[src/rtl/muldiv_unit.sv]
// muldiv_unit: iterative multiply/divide unit handling one bit per cycle.
// Multiplication uses shift-add and division uses restoring division, both on
// operand magnitudes. The sign is applied when the last iteration completes.
// Divide-by-zero and signed overflow bypass iteration and finish one cycle
// after start.
// Optional feature: define MULDIV_DIV_EN to build the divider. If it is not
// defined, ops 1xx complete immediately with a result of 0.
module muldiv_unit #(
  parameter int WIDTH = 32
) (
  input  logic             clk,
  input  logic             rst,
  input  logic             start,
  input  logic [WIDTH-1:0] a,
  input  logic [WIDTH-1:0] b,
  input  logic [2:0]       op,
  output logic             busy,
  output logic             done,
  output logic [WIDTH-1:0] result
);
  localparam int CW = $clog2(WIDTH);
  localparam logic [CW-1:0] LAST = CW'(WIDTH - 1);
  localparam logic [2:0] OP_MUL = 3'b000, OP_MULH = 3'b001, OP_MULHSU = 3'b010;
  localparam logic [2:0] OP_DIV = 3'b100, OP_REM = 3'b110;

  typedef enum logic [1:0] {IDLE, CALC, DONE} state_t;

  state_t              r_state, w_next;
  logic [2:0]          r_op;
  logic [2*WIDTH-1:0]  r_prod;      // mul: {acc, multiplier}; div: {rem, dividend/quotient}
  logic [WIDTH-1:0]    r_opnd;      // multiplicand or divisor magnitude
  logic [CW-1:0]       r_cnt;
  logic                r_neg;       // product sign, or quotient sign for divides
  logic [WIDTH-1:0]    r_result;

  logic                w_accept, w_early, w_a_sgn, w_b_sgn;
  logic [WIDTH-1:0]    w_a_mag, w_b_mag, w_early_res, w_final;
  logic [WIDTH:0]      w_sum;
  logic [2*WIDTH-1:0]  w_step, w_prod_s;

`ifdef MULDIV_DIV_EN
  logic                r_neg_rem;   // remainder follows dividend sign
  logic [WIDTH:0]      w_sh, w_diff;
  logic [WIDTH-1:0]    w_quo, w_rem;
`endif

  assign busy   = (r_state == CALC);
  assign done   = (r_state == DONE);
  assign result = r_result;

  // Request decode: operand signedness, magnitudes and early-completion cases
  always_comb begin
    w_accept    = start && (r_state != CALC);
    w_a_sgn     = a[WIDTH-1] && ((op == OP_MULH) || (op == OP_MULHSU) || (op == OP_DIV) || (op == OP_REM));
    w_b_sgn     = b[WIDTH-1] && ((op == OP_MULH) || (op == OP_DIV) || (op == OP_REM));
    w_a_mag     = w_a_sgn ? -a : a;
    w_b_mag     = w_b_sgn ? -b : b;
    w_early     = 1'b0;
    w_early_res = '0;
`ifdef MULDIV_DIV_EN
    if (op[2]) begin
      if (b == '0) begin
        w_early     = 1'b1;
        w_early_res = op[1] ? a : '1;
      end else if (!op[0] && (a == {1'b1, {(WIDTH-1){1'b0}}}) && (b == '1)) begin
        w_early     = 1'b1;
        w_early_res = op[1] ? '0 : a;
      end
    end
`else
    w_early = op[2];
`endif
  end

  // Next-state logic
  always_comb begin
    w_next = r_state;
    case (r_state)
      IDLE, DONE: begin
        if (w_accept) w_next = w_early ? DONE : CALC;
        else          w_next = IDLE;
      end
      CALC:    if (r_cnt == LAST) w_next = DONE;
      default: w_next = IDLE;
    endcase
  end

  // State register
  always_ff @(posedge clk) begin
    if (rst) r_state <= IDLE;
    else     r_state <= w_next;
  end

  // One iteration step and the signed result that follows the final step
  always_comb begin
    w_sum  = {1'b0, r_prod[2*WIDTH-1:WIDTH]} + {1'b0, (r_prod[0] ? r_opnd : '0)};
    w_step = {w_sum, r_prod[WIDTH-1:1]};
`ifdef MULDIV_DIV_EN
    w_sh   = r_prod[2*WIDTH-1:WIDTH-1];
    w_diff = w_sh - {1'b0, r_opnd};
    if (r_op[2]) begin
      if (!w_diff[WIDTH]) w_step = {w_diff[WIDTH-1:0], r_prod[WIDTH-2:0], 1'b1};
      else                w_step = {w_sh[WIDTH-1:0],   r_prod[WIDTH-2:0], 1'b0};
    end
    w_quo = r_neg     ? -w_step[WIDTH-1:0]       : w_step[WIDTH-1:0];
    w_rem = r_neg_rem ? -w_step[2*WIDTH-1:WIDTH] : w_step[2*WIDTH-1:WIDTH];
`endif
    w_prod_s = r_neg ? -w_step : w_step;
    w_final  = (r_op == OP_MUL) ? w_prod_s[WIDTH-1:0] : w_prod_s[2*WIDTH-1:WIDTH];
`ifdef MULDIV_DIV_EN
    if (r_op[2]) w_final = r_op[1] ? w_rem : w_quo;
`endif
  end

  // Datapath: load operands on accept, iterate in CALC, and register the result at completion
  always_ff @(posedge clk) begin
    if (rst) begin
      r_op     <= '0;
      r_prod   <= '0;
      r_opnd   <= '0;
      r_cnt    <= '0;
      r_neg    <= 1'b0;
      r_result <= '0;
`ifdef MULDIV_DIV_EN
      r_neg_rem <= 1'b0;
`endif
    end else if (w_accept) begin
      r_op  <= op;
      r_cnt <= '0;
      r_neg <= w_a_sgn ^ w_b_sgn;
`ifdef MULDIV_DIV_EN
      r_neg_rem <= w_a_sgn;
      if (op[2]) begin
        r_prod <= {{WIDTH{1'b0}}, w_a_mag};
        r_opnd <= w_b_mag;
      end else begin
        r_prod <= {{WIDTH{1'b0}}, w_b_mag};
        r_opnd <= w_a_mag;
      end
`else
      r_prod <= {{WIDTH{1'b0}}, w_b_mag};
      r_opnd <= w_a_mag;
`endif
      if (w_early) r_result <= w_early_res;
    end else if (r_state == CALC) begin
      r_prod <= w_step;
      r_cnt  <= r_cnt + 1'b1;
      if (r_cnt == LAST) r_result <= w_final;
    end
  end
endmodule

[config.mk]
export PLATFORM = sky130hd
export DESIGN_NAME = muldiv_unit
export DESIGN_NICKNAME = d
export VERILOG_FILES = /design/src/rtl/muldiv_unit.sv
export SDC_FILE = /design/constraint.sdc
export NUM_CORES = 1
export LEC_CHECK = 0
export CORE_ASPECT_RATIO = 2
export CORE_MARGIN = 2
export CORE_UTILIZATION = 40
export DETAILED_ROUTE_END_ITERATION = 8
export PLACE_DENSITY = 0.64
export SKIP_LAST_GASP = 1
export SLEW_MARGIN = 30
export SYNTH_ARGS = -nofsm -noshare
export SYNTH_HDL_FRONTEND = slang
export SYNTH_SLANG_ARGS = --single-unit
[constraint.sdc]
create_clock -name clk -period 5.81 [get_ports clk]
set_clock_uncertainty 0.1 [all_clocks]
set_input_delay 0.581 -clock clk [delete_from_list [all_inputs] [get_ports clk]]
set_output_delay 0.581 -clock clk [all_outputs]
set_load 0.005 [all_outputs]
; ---- Word-level counts from Yosys, hierarchy flattened
; Cells that the tools add are included.
[word_totals]
out_inout_bits = 34
mem_bits_ro = 0
in_bits = 70
n_memories = 0
latchBits = 0
regBits = 139
elab_cells = 54
ram_bits = 0
[classes]
order_cmp = 0
n_mul = 0
div_mod_pow = 0
n_reduce_logical = 15
muxes = 15
bitwise_logic = 1
shift = 0
n_eq_ne = 10
n_addsub = 5
[op_table]
columns = cell, n
row1 = $mux 32, 10
row2 = $mux 64, 1
row3 = $neg 32->32, 2
row4 = $neg 64->64, 1
row5 = $add 32x32->33, 1
row6 = $eq 3x3->1 const B, 2
row7 = $mux 2, 3
row8 = $add 5x1->5 const B, 1
row9 = $eq 5x5->1 const B, 1
row10 = $logic_or 1x1->1, 5
row11 = $ne 2x1->1 const B, 2
row12 = $pmux 2 s2, 1
row13 = $reduce_bool 2->1, 2
row14 = $reduce_or 2->1, 2
row15 = $eq 3x1->1 const B, 1
row16 = $eq 3x2->1 const B, 1
row17 = $logic_and 1x1->1, 3
row18 = $logic_not 3->1, 1
row19 = $reduce_and 3->1, 1
row20 = $eq 2x1->1 const B, 1
row21 = $eq 2x2->1 const B, 1
row22 = $logic_not 2->1, 1
row23 = $ne 2x2->1 const B, 1
row24 = $xor 1x1->1, 1

; ---- Logic depth before layout (Yosys ltp)
[depth]
word_depth = 8
depth_mapped = 16

; ---- Least setup slack after synthesis
; No wires, ideal clock.
[synth_timing]
path_type = flip-flop to flip-flop
start = register r_prod[0]
end = register r_result[31] (netlist: result[31])
t_required_ns = 5.607
stages_incl_launch_ff = 17
arrival_time_ns = 4.011
setup_slack_ns = 1.596
setup_time_ns = 0.103
cell_sequence = dfxtp_1 > clkbuf_1 > and2_1 > ha_1 > inv_1 > fa_1 > nand2b_1 > a21boi_2 > o311ai_1 > and4b_1 > or4_1 > a21boi_0 > o221ai_1 > or4_1 > o31ai_1 > nor3_1 > a2111oi_2
[synth_via]
elab_chain_len = 8
[synth_lines]
columns = item, line_no
row1 = from (decl), 30  ; logic [2*WIDTH-1:0] r_prod;
row2 = from (signal assigned), 141  ; r_prod <= {{WIDTH{1'b0}}, w_b_mag};
row3 = from (signal assigned), 146  ; r_prod <= w_step;
row4 = $mux 32 (*), 96  ; w_sum = {1'b0, r_prod[2*WIDTH-1:WIDTH]} + {1'b0, (r_prod[0] ? r_opnd : '0)};
row5 = $add 32x32->33 (*), 96
row6 = $neg 64->64, 108  ; w_prod_s = r_neg ? -w_step : w_step;
row7 = $mux 64 (*), 108
row8 = $mux 32 (*), 109  ; w_final = (r_op == OP_MUL) ? w_prod_s[WIDTH-1:0] : w_prod_s[2*WIDTH-1:WIDTH];
row9 = $mux 32 (*), 148  ; if (r_cnt == LAST) r_result <= w_final;
row10 = $mux 32 (*), 145  ; end else if (r_state == CALC) begin
row11 = $mux 32 (*), 127  ; end else if (w_accept) begin
row12 = to (signal assigned), 144  ; if (w_early) r_result <= w_early_res;
row13 = to (signal assigned), 148
row14 = to (decl), 34  ; logic [WIDTH-1:0] r_result;
; Every way passes the cells marked *; elsewhere a longest branch is shown, timed or not. The select of a mux whose other input is x is not followed.
; A chain may end at the register's enable or synchronous reset.

; ---- Worst setup path after layout
; Same ends and word-level chain as after synthesis.

==> metrics.csv <==
stage,metric,value,unit
logic_synthesis,sequential area share after synthesis,0.2685,
setup_path,Setup crit start kind,flip-flop,
cts,htree depth,4,
logic_synthesis,Post-Synth XOR/XNOR Area,0.09551,
pwr,internal power,1.815,mW
logic_synthesis,Synth Area in Simple Gates,0.2667,
layout,layout cells sized above 1,0.05337,
route,met3 WL,840,microns
layout,Post-Layout Inst Area,12140,sq um
logic_synthesis,mux cell area share after synthesis,0.002898,
pwr,switching power,0.8616,mW
logic_synthesis,share of Yosys cell area claimed by the top area cell type,0.2685,
cts,Clock transition at path regs,60,ps
placed_design,# placed instances,1807,
floorplanning,area of the die,27290,sq um
logic_synthesis,Yosys warnings,0,
logic_synthesis,Syn Area/Cell,7.191,sq um
route,routed len/inst,18.90,microns
floorplanning,Row Count,83,
timing,Hold Fails Final Rpt,0,
global_route,number of global-route vias before repair,10072,
route,DR vias,10563,
floorplanning,io pins,104,
placed_design,Place WS,1069,ps
global_route,first-pass GRT wire length,53730,microns
cts,CTS tree,done,
route,initial drt markers,636,
min_path,Worst Hold Class,reg2reg,
logic_synthesis,most frequent cells after synthesis,"nor2_1 (191), nand2_1 (183), a21oi_1 (153), dfxtp_1 (139), o21ai_0 (81)",
logic_synthesis,"FF+latch count, synth",139,
logic_synthesis,"Primary FF master, synth",dfxtp_1,
placed_design,routability cong.,0.9408,
pwr,sequential power share,0.398,
pwr,maximum VDD drop,0.1864,mV
setup_path,crit-path max FO,26,
setup_path,CP endpoint,result[31],
route,routed length on met1,12620,microns
pwr,Clock Power Share,0.392,
logic_synthesis,largest family of logic cells by synthesized area,compound AO/OA/AOI/OAI gates,
cts,worst skew pair latency,450,ps
floorplanning,core area,25550,sq um
route,met2 WL post-DR,18780,microns
layout,ant diodes,0,
route,total wire length,34760,microns
floorplanning,die height,231.6,microns
setup_path,crit end category,flip-flop,
setup_path,R2R depth,14,
setup_path,r2r startpoint,r_prod[0],
route,Final ANT Viol Nets,0,
setup_path,flop2flop setup slack,990,ps
cts,clock sink total,139,
pwr,Power Total,2.677,mW
timing,final setup margin,986.0,ps
logic_synthesis,Synth Area in Compound Gates,0.2758,
timing,worst slew pin tran,953.7,ps
pwr,switch share,0.3219,
logic_synthesis,Mapped Cells,1441,
setup_path,"Arr. time, crit path",5070,ps
setup_path,Critical Path RT,6050,ps
route,DR top layer,met4,
logic_synthesis,syn nets,1549,
logic_synthesis,"EDFF count, synth",0,
timing,Finish-stage setup viols,0,
logic_synthesis,most frequent cell after synthesis,nor2_1,
cts,# hold bufs at CTS,0,
setup_path,critical path class,reg2reg,
global_route,largest net degree at the start of global routing,69,
cts,Post-CTS Setup Repair Bufs,0,
placed_design,post-DP HPWL,27060,microns
global_route,total track usage,0.2513,
route,DR pass1 iterations,5,
pwr,P per Cell Area,220.6,nW/um^2
route,DRC,0,
status,run status,completed,
logic_synthesis,Netlist cell types,83,
timing,RSZ-0062 raised after global routing,no,
setup_path,FF-to-FF End,result[31],
logic_synthesis,Mapped Area,10360,sq um
layout,"non-filler cells, final",1839,
timing,fin crit share,0.8303,
logic_synthesis,synth top area cells,"dfxtp_1 (27%), a21oi_1 (7.4%), nor2_1 (6.9%)",
timing,Max Clk Rate,207.3,MHz
floorplanning,Starting Density,0.4056,
timing,Final TNS setup,0,ps
logic_synthesis,post-synthesis adder-cell area fraction,0.04661,
placed_design,# port buffers,103,
timing,Slew Limit Fails,0,
logic_synthesis,ys async rst share,0,
cts,CTS Buf Count,17,
floorplanning,Die W,117.8,microns
global_route,initial antenna violation count,0,
pwr,Comb power frac,0.210,
layout,fin util,0.4750,
run,Max Cap Viol,0,
timing,relative slew slack,0.3642,
pwr,Static Leak,4.321,nW
placed_design,placed cell area,11580,sq um
logic_synthesis,leading area contributor after synthesis,dfxtp_1,
route,DR vias/cell,5.744,
layout,nets,1594,
cts,post-CTS sizing,0,
layout,P&R area growth vs syn,17.11,%
global_route,grt total ovfl,0,
timing,Min Hold Slack,354.1,ps
cts,buffer levels on the longest clock path,2,
cts,CTS Root Cell,clkbuf_16,
timing,crit path time final,4824,ps
setup_path,critical path startpoint,r_prod[0],
==> state kept, by name (all words and copies together), names as in the netlist <==
| register | count |
|---|---|
| r_state | 2 |
| r_prod | 64 |
| result | 32 |
| r_cnt | 5 |
| r_opnd | 32 |
| r_op | 3 |
| r_neg | 1 |
==> worst min-delay path by stage <==
| stage | end | from | slack [ps] | depth (start not counted) |
|---|---|---|---|---|
| floorplan | r_opnd[0] | r_opnd[0] | 330 | 2 |
| global placement | result[20] | result[20] | 340 | 1 |
| detailed placement | result[20] | result[20] | 350 | 1 |
| CTS | result[1] | result[1] | 360 | 2 |
| global route | result[15] | result[15] | 380 | 2 |
| finish | result[1] | result[1] | 350 | 2 |
==> layout make-up <==
class	instances	area, sq um
inverters	26	97.59
clock buffers	18	429.2
fillers	2674	13410
well taps	340	425.4
repair buffers	118	1134
flip-flops and latches	139	2786
multi-input cells	1184	7142
clock inverters	14	121.4
==> cells in the final DEF, fill, tap and decap left out, types with 7 or more instances in the layout <==
cell type	n
nor2_1	191
nand2_1	183
a21oi_1	152
dfxtp_1	138
clkdlybuf4s50_1	101
o21ai_0	81
xnor2_1	74
a211oi_1	64
and2_1	42
nor3_1	42
xor2_1	39
ha_1	37
inv_1	25
o31ai_1	22
or3_1	20
o211ai_1	18
clkbuf_16	17
nand3_1	16
nand4_1	15
buf_4	15
a311oi_1	13
a21o_1	11
and3_1	9
a31oi_1	9
nor4_1	8
o41ai_1	8
nand2b_1	7
nor2b_1	7
or4_1	7
==> power groups by stage <==
| stage | Clock (mW) | Combinational, mW | Sequential (mW) |
|---|---|---|---|
| 6_report | 1.05 | 0.562 | 1.07 |
| 5_1_grt | 1.10 | 0.620 | 1.07 |
| 4_1_cts | 1.07 | 0.561 | 1.07 |
| 3_5_place_dp | 0 | 0.558 | 1.09 |
| 3_3_place_gp | 0 | 0.553 | 1.09 |
| 2_1_floorplan | 0 | 0.401 | 1.05 |
==> worst max-delay path: stages (launching register included) <==
cell	delay [ps]
dfxtp_1	410
buf_4	260
and2_1	150
ha_1	330
a21oi_1	460
o21ai_0	210
a2bb2oi_1	410
nand2_1	150
o41ai_1	580
xnor2_1	190
o221ai_1	220
or4_1	580
o31ai_1	280
nor3_1	110
a2111oi_2	280
==> per-layer routing <==
| layer | vias up | GRT usage |
|---|---|---|
| met3 | 76 | 0.02805 |
| met4 | 0 | 0.1841 |
| met2 | 225 | 0.4780 |
| li1 | 5275 | - |
| met1 | 4987 | 0.2475 |
| met5 | - | 0 |
==> cells by family after synthesis <==
family,after synthesis
AO/OA/AOI/OAI,445
multiplexers,3
flip-flops,139
buffers and inverters,118
adder cells (fa/ha/maj),38
AND/OR/NAND/NOR,585
XOR/XNOR,113
Power figures use the tool's default switching activity.
